--- src/rtl/looper_pkg.sv ---
// Shared mode encodings, button bit positions and a constant clog2 helper for the Looper controller.
// Pure declarations: no logic, no latency, no flow control.
package looper_pkg;

  typedef enum logic [1:0] {
    MODE_IDLE   = 2'd0,
    MODE_RECORD = 2'd1,
    MODE_PLAY   = 2'd2,
    MODE_CLEAR  = 2'd3
  } mode_e;

  localparam int BTN_C = 0;
  localparam int BTN_U = 1;
  localparam int BTN_L = 2;
  localparam int BTN_R = 3;
  localparam int BTN_D = 4;

  function automatic int clog2(input int value);
    int r;
    int v;
    r = 0;
    v = value - 1;
    while (v > 0) begin
      r++;
      v = v >>> 1;
    end
    return r;
  endfunction

endpackage

--- src/rtl/looper_ctrl_if.sv ---
// Button/memory-side bundle of the Looper controller; master is the controller, slave the
// button front end plus memory controller. Levels only, no handshake beyond clear_req/clear_ack.
interface looper_ctrl_if #(
  parameter int NUM_BANKS = 4,
  parameter int BANK_W    = 2
);
  logic [4:0]           btn;
  logic                 mem_full;
  logic                 clear_ack;
  logic [1:0]           mode;
  logic [BANK_W-1:0]    bank;
  logic                 rec_en;
  logic                 play_en;
  logic                 start;
  logic                 clear_req;
  logic [NUM_BANKS-1:0] has_data;

  modport master (
    input  btn, mem_full, clear_ack,
    output mode, bank, rec_en, play_en, start, clear_req, has_data
  );

  modport slave (
    output btn, mem_full, clear_ack,
    input  mode, bank, rec_en, play_en, start, clear_req, has_data
  );
endinterface

--- src/rtl/looper_ctrl_press_classifier.sv ---
// Center-button hold timer: SHORT on release before LONG_TICKS, LONG once while still held.
// Events are combinational from registered count/arm state; one-cycle pulses, no backpressure.
module press_classifier
  import looper_pkg::*;
#(
  parameter int LONG_TICKS = 100_000_000
) (
  input  logic clk_i,
  input  logic rst_ni,
  input  logic btn_i,
  input  logic rise_i,
  input  logic fall_i,
  output logic short_o,
  output logic long_o
);

  localparam int CW = clog2(LONG_TICKS + 1);

  logic [CW-1:0] cnt_q, cnt_d;
  logic          armed_q, armed_d;

  assign long_o  = armed_q & btn_i & ~rise_i & (cnt_q == CW'(LONG_TICKS - 1));
  assign short_o = armed_q & fall_i;

  always_comb begin
    cnt_d   = cnt_q;
    armed_d = armed_q;
    if (rise_i) begin
      cnt_d   = '0;
      armed_d = 1'b1;
    end else if (long_o || short_o) begin
      // Disarming here is what suppresses a SHORT after a LONG on release
      armed_d = 1'b0;
    end else if (armed_q && btn_i && (cnt_q < CW'(LONG_TICKS))) begin
      cnt_d = cnt_q + CW'(1);
    end
  end

  always_ff @(posedge clk_i or negedge rst_ni) begin
    if (!rst_ni) begin
      cnt_q   <= '0;
      armed_q <= 1'b0;
    end else begin
      cnt_q   <= cnt_d;
      armed_q <= armed_d;
    end
  end

endmodule

--- src/rtl/looper_ctrl.sv ---
// Looper mode/bank FSM: button edges and center hold events select IDLE/RECORD/PLAY/CLEAR.
// All outputs come from registers (one-clock latency); CLEAR waits indefinitely for clear_ack.
module looper_ctrl
  import looper_pkg::*;
#(
  parameter int NUM_BANKS  = 4,
  parameter int BANK_W     = 2,
  parameter int LONG_TICKS = 100_000_000
) (
  input  logic         clk_i,
  input  logic         rst_ni,
  looper_ctrl_if.master bus
);

  logic [4:0]           btn_q;
  logic [4:0]           rise;
  logic                 fall_c;
  logic                 short_ev, long_ev;

  mode_e                mode_q, mode_d;
  logic [BANK_W-1:0]    bank_q, bank_d;
  logic [NUM_BANKS-1:0] has_data_q, has_data_d;
  logic                 start_q, start_d;

  assign rise   = bus.btn & ~btn_q;
  assign fall_c = ~bus.btn[BTN_C] & btn_q[BTN_C];

  press_classifier #(.LONG_TICKS(LONG_TICKS)) u_press (
    .clk_i   (clk_i),
    .rst_ni  (rst_ni),
    .btn_i   (bus.btn[BTN_C]),
    .rise_i  (rise[BTN_C]),
    .fall_i  (fall_c),
    .short_o (short_ev),
    .long_o  (long_ev)
  );

  // Each if/else chain below follows the global event priority, restricted to the events the state uses
  always_comb begin
    mode_d     = mode_q;
    bank_d     = bank_q;
    has_data_d = has_data_q;
    start_d    = 1'b0;
    case (mode_q)
      MODE_IDLE: begin
        if (long_ev) begin
          mode_d = MODE_CLEAR;
        end else if (short_ev) begin
          mode_d  = MODE_RECORD;
          start_d = 1'b1;
        end else if (rise[BTN_U] && has_data_q[bank_q]) begin
          mode_d  = MODE_PLAY;
          start_d = 1'b1;
        end else if (rise[BTN_L]) begin
          bank_d = (bank_q == '0) ? BANK_W'(NUM_BANKS - 1) : bank_q - BANK_W'(1);
        end else if (rise[BTN_R]) begin
          bank_d = (bank_q == BANK_W'(NUM_BANKS - 1)) ? '0 : bank_q + BANK_W'(1);
        end
      end
      MODE_RECORD: begin
        // Holding off during the entry cycle keeps start from pulsing twice in a row
        if (!start_q && (bus.mem_full || rise[BTN_D] || short_ev)) begin
          mode_d             = MODE_PLAY;
          start_d            = 1'b1;
          has_data_d[bank_q] = 1'b1;
        end
      end
      MODE_PLAY: begin
        if (rise[BTN_D] || short_ev) begin
          mode_d = MODE_IDLE;
        end
      end
      MODE_CLEAR: begin
        if (bus.clear_ack) begin
          has_data_d[bank_q] = 1'b0;
          mode_d             = MODE_IDLE;
        end
      end
      default: mode_d = MODE_IDLE;
    endcase
  end

  always_ff @(posedge clk_i or negedge rst_ni) begin
    if (!rst_ni) begin
      btn_q      <= '0;
      mode_q     <= MODE_IDLE;
      bank_q     <= '0;
      has_data_q <= '0;
      start_q    <= 1'b0;
    end else begin
      btn_q      <= bus.btn;
      mode_q     <= mode_d;
      bank_q     <= bank_d;
      has_data_q <= has_data_d;
      start_q    <= start_d;
    end
  end

  assign bus.mode      = mode_q;
  assign bus.bank      = bank_q;
  assign bus.has_data  = has_data_q;
  assign bus.start     = start_q;
  assign bus.rec_en    = (mode_q == MODE_RECORD);
  assign bus.play_en   = (mode_q == MODE_PLAY);
  assign bus.clear_req = (mode_q == MODE_CLEAR);

endmodule

--- src/flat_wrapper.sv ---
// flat-port wrapper written by rule: the top's interface ports become plain ports
module looper_ctrl_flat import looper_pkg::*;
#(
  parameter int NUM_BANKS  = 4,
  parameter int BANK_W     = 2,
  parameter int LONG_TICKS = 100_000_000
)
  (clk_i, rst_ni, bus_btn, bus_mem_full, bus_clear_ack, bus_mode, bus_bank, bus_rec_en, bus_play_en, bus_start, bus_clear_req, bus_has_data);
  looper_ctrl_if #(.NUM_BANKS(NUM_BANKS), .BANK_W(BANK_W)) bus_i ();
  input  logic clk_i;
  input  logic rst_ni;
  input wire logic [$bits(bus_i.btn)-1:0] bus_btn;
  input wire logic [$bits(bus_i.mem_full)-1:0] bus_mem_full;
  input wire logic [$bits(bus_i.clear_ack)-1:0] bus_clear_ack;
  output wire logic [$bits(bus_i.mode)-1:0] bus_mode;
  output wire logic [$bits(bus_i.bank)-1:0] bus_bank;
  output wire logic [$bits(bus_i.rec_en)-1:0] bus_rec_en;
  output wire logic [$bits(bus_i.play_en)-1:0] bus_play_en;
  output wire logic [$bits(bus_i.start)-1:0] bus_start;
  output wire logic [$bits(bus_i.clear_req)-1:0] bus_clear_req;
  output wire logic [$bits(bus_i.has_data)-1:0] bus_has_data;
  assign bus_i.btn = bus_btn;
  assign bus_i.mem_full = bus_mem_full;
  assign bus_i.clear_ack = bus_clear_ack;
  assign bus_mode = bus_i.mode;
  assign bus_bank = bus_i.bank;
  assign bus_rec_en = bus_i.rec_en;
  assign bus_play_en = bus_i.play_en;
  assign bus_start = bus_i.start;
  assign bus_clear_req = bus_i.clear_req;
  assign bus_has_data = bus_i.has_data;
  looper_ctrl #(.NUM_BANKS(NUM_BANKS), .BANK_W(BANK_W), .LONG_TICKS(LONG_TICKS)) u_core (.clk_i(clk_i), .rst_ni(rst_ni), .bus(bus_i));
endmodule
--- config.mk ---
export PLATFORM = sky130hd
export DESIGN_NAME = looper_ctrl_flat
export DESIGN_NICKNAME = d
export VERILOG_FILES = /design/src/rtl/looper_pkg.sv /design/src/rtl/looper_ctrl_if.sv /design/src/rtl/looper_ctrl_press_classifier.sv /design/src/rtl/looper_ctrl.sv /design/src/flat_wrapper.sv
export SDC_FILE = /design/constraint.sdc
export NUM_CORES = 1
export LEC_CHECK = 0
export CORE_MARGIN = 1
export CORE_UTILIZATION = 35
export DETAILED_ROUTE_END_ITERATION = 16
export HOLD_SLACK_MARGIN = 0.15
export RECOVER_POWER = 25
export SLEW_MARGIN = 25
export SYNTH_ARGS = -nofsm -noshare
export SYNTH_HDL_FRONTEND = slang
export SYNTH_HIERARCHICAL = 1
export SYNTH_SLANG_ARGS = --single-unit
export TNS_END_PERCENT = 5
--- constraint.sdc ---
create_clock -name clk_i -period 4 [get_ports clk_i]
set_input_delay 0.8 -clock clk_i [delete_from_list [all_inputs] [get_ports clk_i]]
set_output_delay 0.8 -clock clk_i [all_outputs]
set_load 0.01 [all_outputs]
# After elaboration in Yosys (flattened, before gate mapping)
# Cells that the tools add are included.
word_totals:
  ff_bits: 42
  latchBits: 0
  ramBits: 0
  mem_bits_ro: 0
  inputBits: 9
  output_inout_bits: 12
  wordCells: 86
  memories: 0
op_classes:
  addsub: 3
  multipliers: 0
  div: 0
  n_lt_le_gt_ge: 3
  eq_ne: 10
  shifts: 0
  muxes: 28
  bitwise: 15
  reduce_logical: 20
ops:
  columns: ["cell", "count"]
  rows:
  - ["two-way mux 27 bit", 3]
  - ["adder 27 x 1 -> 27 bit, second input constant", 1]
  - ["equality test 27 bit, second input constant", 1]
  - ["less-than comparator 27 bit, second input constant", 1]
  - ["two-way mux 2 bit", 10]
  - ["two-way mux 1 bit", 8]
  - ["two-way mux 4 bit", 2]
  - ["case mux 2 bit (4 select lines)", 1]
  - ["case mux 4 bit (2 select lines)", 1]
  - ["nonzero test 2 bit", 4]
  - ["equality test 2 bit, second input constant", 3]
  - ["inequality test 2 x 1 -> 1 bit, second input constant", 3]
  - ["AND 1 bit", 5]
  - ["AND 5 bit", 1]
  - ["logical AND 1 bit", 5]
  - ["inverter 1 bit", 5]
  - ["inverter 5 bit", 1]
  - ["AND reduction 5 bit", 1]
  - ["AND 4 bit", 1]
  - ["zero test 2 bit", 2]
  - ["logical OR 1 bit", 4]
  - ["inequality test 4 x 2 -> 1 bit, second input constant", 1]
  - ["inverter 4 bit", 1]
  - ["bitwise OR 4 bit", 1]
  - ["other kinds (13)", 13]

# Depth between registers and ports, before layout
# Gate-level depths: netlist of the first run.
depth:
  depth_word: 8
  depth_mapped: 9
  ltp_nobuf: 7

# By module
# The synthesis of the first run kept the hierarchy.
modules_own_cells:
  columns: ["mod", "instances", "cells_each", "area_per_inst_um2", "seq_area_each_um2"]
  rows:
  - ["press_classifier", 1, 181, 1635.3, 700.7]
  - ["looper_ctrl", 1, 85, 803.3, 350.3]

# Least setup slack after synthesis of the first run
# OpenSTA, ideal clock, no wires.
synth_timing:
  path_type: "input-to-reg"
  start: "in bus_btn[0]"
  end: "reg u_core.bank_q[1], in the netlist u_core/bus.bank[1]"
  setup_time_ns: 0.094
  arrival_ns: 2.592
  required_time_ns: 3.906
  slack_ns: 1.314
  cell_stages: 8
  n_path_buf: 2
  path_cell_list: "nor2b_1 > or4_1 > nor4_1 > buf_2 > buf_2 > or3_1 > o31ai_1 > a221oi_2"
synth_via:
  elab_chain_cells: 6
  elab_cells_between_ends: 11
  cone_classes: "10 x bitwise; 1 x reduce/logical"
synth_rtl:
  columns: ["item", "line", "source"]
  rows:
  - ["from (decl)", "flat_wrapper.sv:12", "input wire logic [$bits(bus_i.btn)-1:0] bus_btn;"]
  - ["AND 5 bit", "looper_ctrl.sv:25", "assign rise = bus.btn & ~btn_q;"]
  - ["inverter 1 bit", "looper_ctrl_press_classifier.sv:22", "assign long_o = armed_q & btn_i & ~rise_i & (cnt_q == CW'(LONG_TICKS - 1));"]
  - ["AND 1 bit (*) (2 in a row)", "looper_ctrl_press_classifier.sv:22", null]
  - ["named net u_core.long_ev", "looper_ctrl.sv:18", "logic short_ev, long_ev;"]
  - ["inverter 1 bit (no source line) (*)", null, null]
  - ["AND reduction 5 bit (no source line) (*)", null, null]
  - ["to (signal assigned)", "looper_ctrl.sv:93", "bank_q <= bank_d;"]
  - ["to (decl)", "looper_ctrl.sv:21", "logic [BANK_W-1:0] bank_q, bank_d;"]
# Mark *: on every way through the listed nets, which the timed path passes. The rest lies on a longest branch.
# A chain may end at the register's enable or synchronous reset.

# Final worst setup path of the first run
layout_timing:
  start: "in bus_btn[0]"
  end: "reg u_core.u_press.cnt_q[23]"
layout_via:
  elab_cells_between_ends: 15
  cone_classes: "1 x eq/ne; 1 x mux; 8 x bitwise; 5 x reduce/logical"
layout_lines:
  columns: ["item", "line", "source"]
  rows:
  - ["inverter 1 bit", "looper_ctrl.sv:26", "assign fall_c = ~bus.btn[BTN_C] & btn_q[BTN_C];"]
  - ["AND 1 bit", "looper_ctrl.sv:26", null]
  - ["named net u_core.fall_c", "looper_ctrl.sv:17", "logic fall_c;"]
  - ["AND 1 bit", "looper_ctrl_press_classifier.sv:23", "assign short_o = armed_q & fall_i;"]
  - ["logical OR 1 bit", "looper_ctrl_press_classifier.sv:31", "end else if (long_o || short_o) begin"]
  - ["inequality test 2 x 1 -> 1 bit (no source line)", null, null]
  - ["AND reduction 2 bit (no source line)", null, null]
  - ["to (signal assigned)", "looper_ctrl_press_classifier.sv:44", "cnt_q <= cnt_d;"]
  - ["to (decl)", "looper_ctrl_press_classifier.sv:19", "logic [CW-1:0] cnt_q, cnt_d;"]
# The timed path passes the listed nets, and every way through them passes these cells.

==> impl_metrics.tcl, run 1 <==
set metrics [dict create \
    clkTransAtPathRegs_ns 0.09 \
    clockRootBuffer "clkbuf_8" \
    clock-sinks 42 \
    worst_slack_ns 0.905 \
    layout_common_cells "42 x dfrtp_1, 26 x a21oi_1, 19 x clkdlybuf4s50_1, 19 x or4_1" \
    cts_buffer_depth 2 \
    fillCellCount 706 \
    power.total_mw 1.12 \
    drive_above_1_share_pct 8.83 \
    worstMarginPinSlew_ns 2.28 \
    grt_overflow_total 0 \
    synth.area.mux_share_pct 3.54 \
    die_x_um 85.5 \
    hp-class "flop to flop" \
    setup_violations 0 \
    dr.first_iter.drc_count 87 \
    grt_pass1_wl_mm 8.61 \
    ios 21 \
    syn_area_um2 2440 \
    synth-simple-area-share_pct 26.6 \
    layout_commonest_cell "dfrtp_1" \
    fin_crit_ns 3.09 \
    utilization_pct 41.4 \
    regArea_um2 1050 \
    yosys.area_share.adder_pct 2.57 \
    ir_drop_mv 0.297 \
    violations "capacitance limit, slew limit" \
    use_met1_pct 18.6 \
    rows 30 \
    yosysUniqueCellTypes 47 \
    period_share_pct 77.4 \
    fin_nets 296 \
    cts_tree "yes" \
    synth_cells 266 \
    crit_path_end_kind "flop" \
    slew_violations 43 \
    async_reset_ff_share_pct 100 \
    synth-edff-count 0 \
    grtUsageMet2_pct 25.0 \
    wl_per_cell_um 14.3 \
    io_buffer_count 20 \
    syn_to_final_growth_pct 14.8 \
    clkLatencyLatePin_ns 0.30 \
    synth_compound_area_share_pct 19.8 \
    viasPerCell 5.80 \
    start_util_pct 36.1 \
    ys_top_cells_by_area "dfrtp_1 43%, or4_1 5.8%, a21oi_1 5.3%" \
    crit_arrival_ns 3.29 \
    core_um2 6760 \
    drc_errors 0 \
    crit_chain "clkdlybuf4s50_1 > nor2b_1 > a21o_1 > a311oi_1 > o2111ai_1 > nor4_1 > mux2_2" \
    worst-path-buf-inv 1 \
    syn_area_per_cell_um2 9.17 \
    max_clock_freq_ghz 0.323 \
    power_density_nw_per_um2 401 \
    hold_buffers 0 \
    place_ws_ns 0.725 \
    multi_input_area_um2 1300 \
    wl_mm 5.20 \
    leakage_nw 1.07 \
    dieHeight_um 85.5 \
    place.detailed.hpwl_mm 3.43 \
    cts_setup_buffers 0 \
    use_met3_pct 3.21 \
    ys_ff_latch 42 \
    yosysSeqAreaShare_pct 43.1 \
    dieArea_um2 7310 \
    cp_max_fo 13 \
    gr-usage-all-layers_pct 14.6 \
    status "finished with violations" \
    hold_viol_final 0 \
    relSlewSlack_pct -51.7 \
    grt_pass1_vias 1883 \
    synth-xor-area-share_pct 0.359 \
    critPathRequiredTime_ns 4.19 \
    syn_nets 280 \
    synth_top_area_cell "dfrtp_1" \
    insertedDiodeCount 0 \
    rsz0062_at_grt "no" \
    critPathLaunchType "primary input" \
    crit_family "compound AO/OA/AOI/OAI gates" \
    gp_congestion 0.835 \
    antenna_found_initial 0 \
    crit_path_max_incr_delay_ns 0.53 \
    synth_warnings 6 \
    finalClockSkew_ns 0.0115 \
    cts_resized 0 \
    drt_pass1_iterations 4 \
    maxCapViolations 1 \
    fin_setup_tns_ns 0 \
    post-synth-top-area-fraction_pct 43.1 \
    top_usage_layer "met2" \
    worst_path_max_delay_cell "o2111ai_1" \
    vias 2104 \
    synth_top_family_by_area "simple AND/OR/NAND/NOR gates" \
    final_antenna_net_count 0 \
    grt_max_degree 43 \
    critPathKind "primary input to flop" \
    synth_top_flop_cell "dfrtp_1" \
    cts_htree_levels 2 \
    cts_buffers 5 \
]
final timing paths:
| check | start | to | slack [ns] | depth (start not counted) |
|---|---|---|---|---|
| max | bus_btn[0] | u_core/u_press/cnt_q[23] | 0.91 | 7 |
| min | flop | flop | 0.55 | 2 |
| max reg2reg | u_core/u_press/cnt_q[23] | u_core/u_press/cnt_q[23] | 1.45 | 5 |
| min reg2reg | flop | flop | 0.55 | 2 |
| max in group asynchronous | rst_ni | u_core/bus.bank[0] | 1.52 | 1 |
| min in group asynchronous | rst_ni | u_core/u_press/cnt_q[11] | 1.17 | 1 |
synthesized netlist by cell type, drive strengths merged (6+ instances only):
cell and instances:
a21oi 26, buf 6, clkbuf 8, dfrtp 42, inv 11, nand2 17, nand3 15, nor2 10
nor2b 10, o21ai 13, o31ai 17, or3 7, or4 19
cell type report:
class                   count  area share (%)
flip-flops and latches     42            37.6
repair buffers             23            7.73
clock inverters             3           0.760
multi-input cells         199            46.4
well taps                  80            3.58
clock buffers               5            2.46
inverters                  11            1.48
where the power goes:
part	switching, mW	leakage (nW)	internal [mW]
Clock	0.155	0.0441	0.123
Sequential	0.0668	0.554	0.458
Combinational	0.162	0.470	0.159
Total	0.384	1.07	0.739
worst min-delay path, cell delays in order (launching register included):
cell and delay, ns:
dfrtp_1 0.39, nand2_1 0.06, o21ai_1 0.06
cell families (layout without fill, tap and decap cells):
| group | Yosys count | count (layout) |
|---|---|---|
| AND/OR/NAND/NOR | 110 | 110 |
| AO/OA/AOI/OAI | 75 | 75 |
| flip-flops | 42 | 42 |
| buffers and inverters | 25 | 42 |
| multiplexers | 8 | 8 |
| adder cells (fa/ha/maj) | 5 | 5 |
| XOR/XNOR | 1 | 1 |
routing by layer:
| layer | vias to the layer above | share of wire [%] | wire, um |
|---|---|---|---|
| met5 | - | 0 | 0 |
| met4 | 0 | 0.46 | 24 |
| met3 | 2 | 4.0 | 206 |
| met2 | 40 | 47 | 2420 |
| met1 | 1021 | 49 | 2540 |
| li1 | 1041 | - | - |
stage by stage:
stage	instance area (um^2)	hold slack, ns	instances
after detailed placement	2700	0.525	354
final	2800	0.545	363
after global routing	2800	0.591	363
after global placement	2700	0.514	354
after CTS	2790	0.551	362
after floorplan	2440	0.504	266
flip-flops by register name, summed over array words and instances (netlist names), named ones only:
name / flops
u_core/bus.start: 1
u_core/u_press/cnt_q: 27
u_core/bus.mode: 2
u_core/btn_q: 5
u_core/bus.bank: 2
u_core/u_press/armed_q: 1
No activity file was read; power rests on OpenSTA's default activity.
==> run 2, diff against run 1 <==
clock period = 2.85 ns   (was 4 ns; I/O delays follow)
==> impl_metrics.tcl, run 2 (synthesis gave the netlist of run 1 again) <==
set metrics [dict create \
    insertedDiodeCount 0 \
    dieHeight_um 85.5 \
    hold_viol_final 0 \
    worst_slack_ns 0.271 \
    layout_common_cells "42 x dfrtp_1, 26 x a21oi_1, 19 x clkdlybuf4s50_1, 19 x or4_1" \
    clkTransAtPathRegs_ns 0.09 \
    worstMarginPinSlew_ns 1.09 \
    crit_path_max_incr_delay_ns 0.53 \
    gp_congestion 0.816 \
    worst_r2r_path_depth 6 \
    cts_buffer_depth 2 \
    rows 30 \
    crit_chain "clkdlybuf4s50_1 > nor2b_1 > a21o_1 > a311oi_1 > o2111ai_1 > buf_4 > nor4_1 > mux2_2" \
    cts_setup_buffers 0 \
    place.detailed.hpwl_mm 3.61 \
    layout_commonest_cell "dfrtp_1" \
    wl_per_cell_um 14.6 \
    critPathRequiredTime_ns 3.05 \
    crit_arrival_ns 2.77 \
    max_clock_freq_ghz 0.388 \
    crit_path_end_kind "flop" \
    top_register "u_core/u_press/cnt_q" \
    drive_above_1_share_pct 10.7 \
    gr-usage-all-layers_pct 16.1 \
    ff2ff_setup_slack_ns 0.53 \
    setup_violations 0 \
    power_density_nw_per_um2 587 \
    antenna_found_initial 0 \
    utilization_pct 42.5 \
    hp-class "primary input to async pin" \
    drt_pass1_iterations 6 \
    multi_input_area_um2 1300 \
    clkLatencyLatePin_ns 0.30 \
    maxCapViolations 0 \
    cp_max_fo 13 \
    ir_drop_mv 0.375 \
    cts_buffers 5 \
    leakage_nw 1.12 \
    relSlewSlack_pct 27.0 \
    clockRootBuffer "clkbuf_8" \
    rsz0062_at_grt "no" \
    syn_to_final_growth_pct 17.8 \
    worst-path-buf-inv 2 \
    reg2reg_from "u_core/u_press/cnt_q[17]" \
    grt_max_degree 43 \
    reg_top3 "u_core/u_press/cnt_q x27, u_core/btn_q x5" \
    vias 2096 \
    viasPerCell 5.68 \
    largest_reg_flops 27 \
    core_um2 6760 \
    grt_pass1_wl_mm 9.39 \
    clock-sinks 42 \
    die_x_um 85.5 \
    slew_violations 0 \
    dieArea_um2 7310 \
    place_ws_ns -0.0425 \
    worst_path_max_delay_cell "clkdlybuf4s50_1" \
    status "completed" \
    ios 21 \
    fin_setup_tns_ns 0 \
    r2r-end "u_core/u_press/cnt_q[23]" \
    cts_htree_levels 2 \
    fillCellCount 673 \
    crit_family "buffers and inverters" \
    grt_pass1_vias 2019 \
    critPathLaunchType "primary input" \
    drc_errors 0 \
    fin_nets 303 \
    fin_crit_ns 2.58 \
    dr.first_iter.drc_count 80 \
    grt_overflow_total 0 \
    start_util_pct 36.1 \
    final_antenna_net_count 0 \
    period_share_pct 90.5 \
    hold_buffers 0 \
    cts_resized 0 \
    io_buffer_count 20 \
    critPathKind "primary input to flop" \
    regArea_um2 1050 \
    finalClockSkew_ns 0.0125 \
    cts_tree "yes" \
    wl_mm 5.38 \
]
[run 2: cell types whose count changed in the layout (fill, tap and decap cells not counted), sizes merged]
cell | previous run | this run
buf | 3 | 10
clkbuf | 6 | 7
clkinv | 2 | 0
clkinvlp | 1 | 0
bufinv | 0 | 1
[run 2: worst max-delay path by stage]
stage | from | endpoint | slack, ns | depth (start not counted)
2_1_floorplan | bus_btn[0] | u_core/bus.bank[1] | 0.39 | 8
3_3_place_gp | bus_btn[0] | u_core/u_press/cnt_q[26] | 0.08 | 8
3_5_place_dp | bus_btn[0] | u_core/u_press/cnt_q[26] | -0.04 | 8
4_1_cts | bus_btn[0] | u_core/u_press/cnt_q[25] | 0.29 | 8
5_1_grt | bus_btn[0] | u_core/bus.mode[1] | 0.12 | 9
6_report | bus_btn[0] | u_core/u_press/cnt_q[23] | 0.27 | 8
[run 2: per-stage QoR]
step / hold slack, ns / cells / instance area, um^2 / power [mW]
6_report: 0.461 / 369 / 2870 / 1.68
5_1_grt: 0.557 / 369 / 2870 / 1.79
4_1_cts: 0.457 / 369 / 2870 / 1.71
3_5_place_dp: 0.517 / 362 / 2760 / 1.21
3_3_place_gp: 0.514 / 362 / 2760 / 1.20
2_1_floorplan: 0.274 / 266 / 2440 / 1.01
[run 2: layout make-up]
type	instances	area share, %
Tap cell	80	3.49
Clock inverter	1	1.05
Sequential cell	42	36.6
Clock buffer	6	2.88
Timing Repair Buffer	30	9.41
Multi-Input combinational cell	199	45.1
Inverter	11	1.44
[run 2: power breakdown]
part,switching (mW),internal (mW),total (mW)
clock,0.207,0.280,0.487
combinational,0.231,0.229,0.460
sequential,0.0951,0.642,0.737
[run 2: per-layer routing]
metal	wire (um)	vias up	global-route usage, %
met5	0	-	0
met4	115	0	6.82
met3	169	11	3.31
met2	2500	37	25.7
met1	2600	994	21.3
li1	-	1054	-
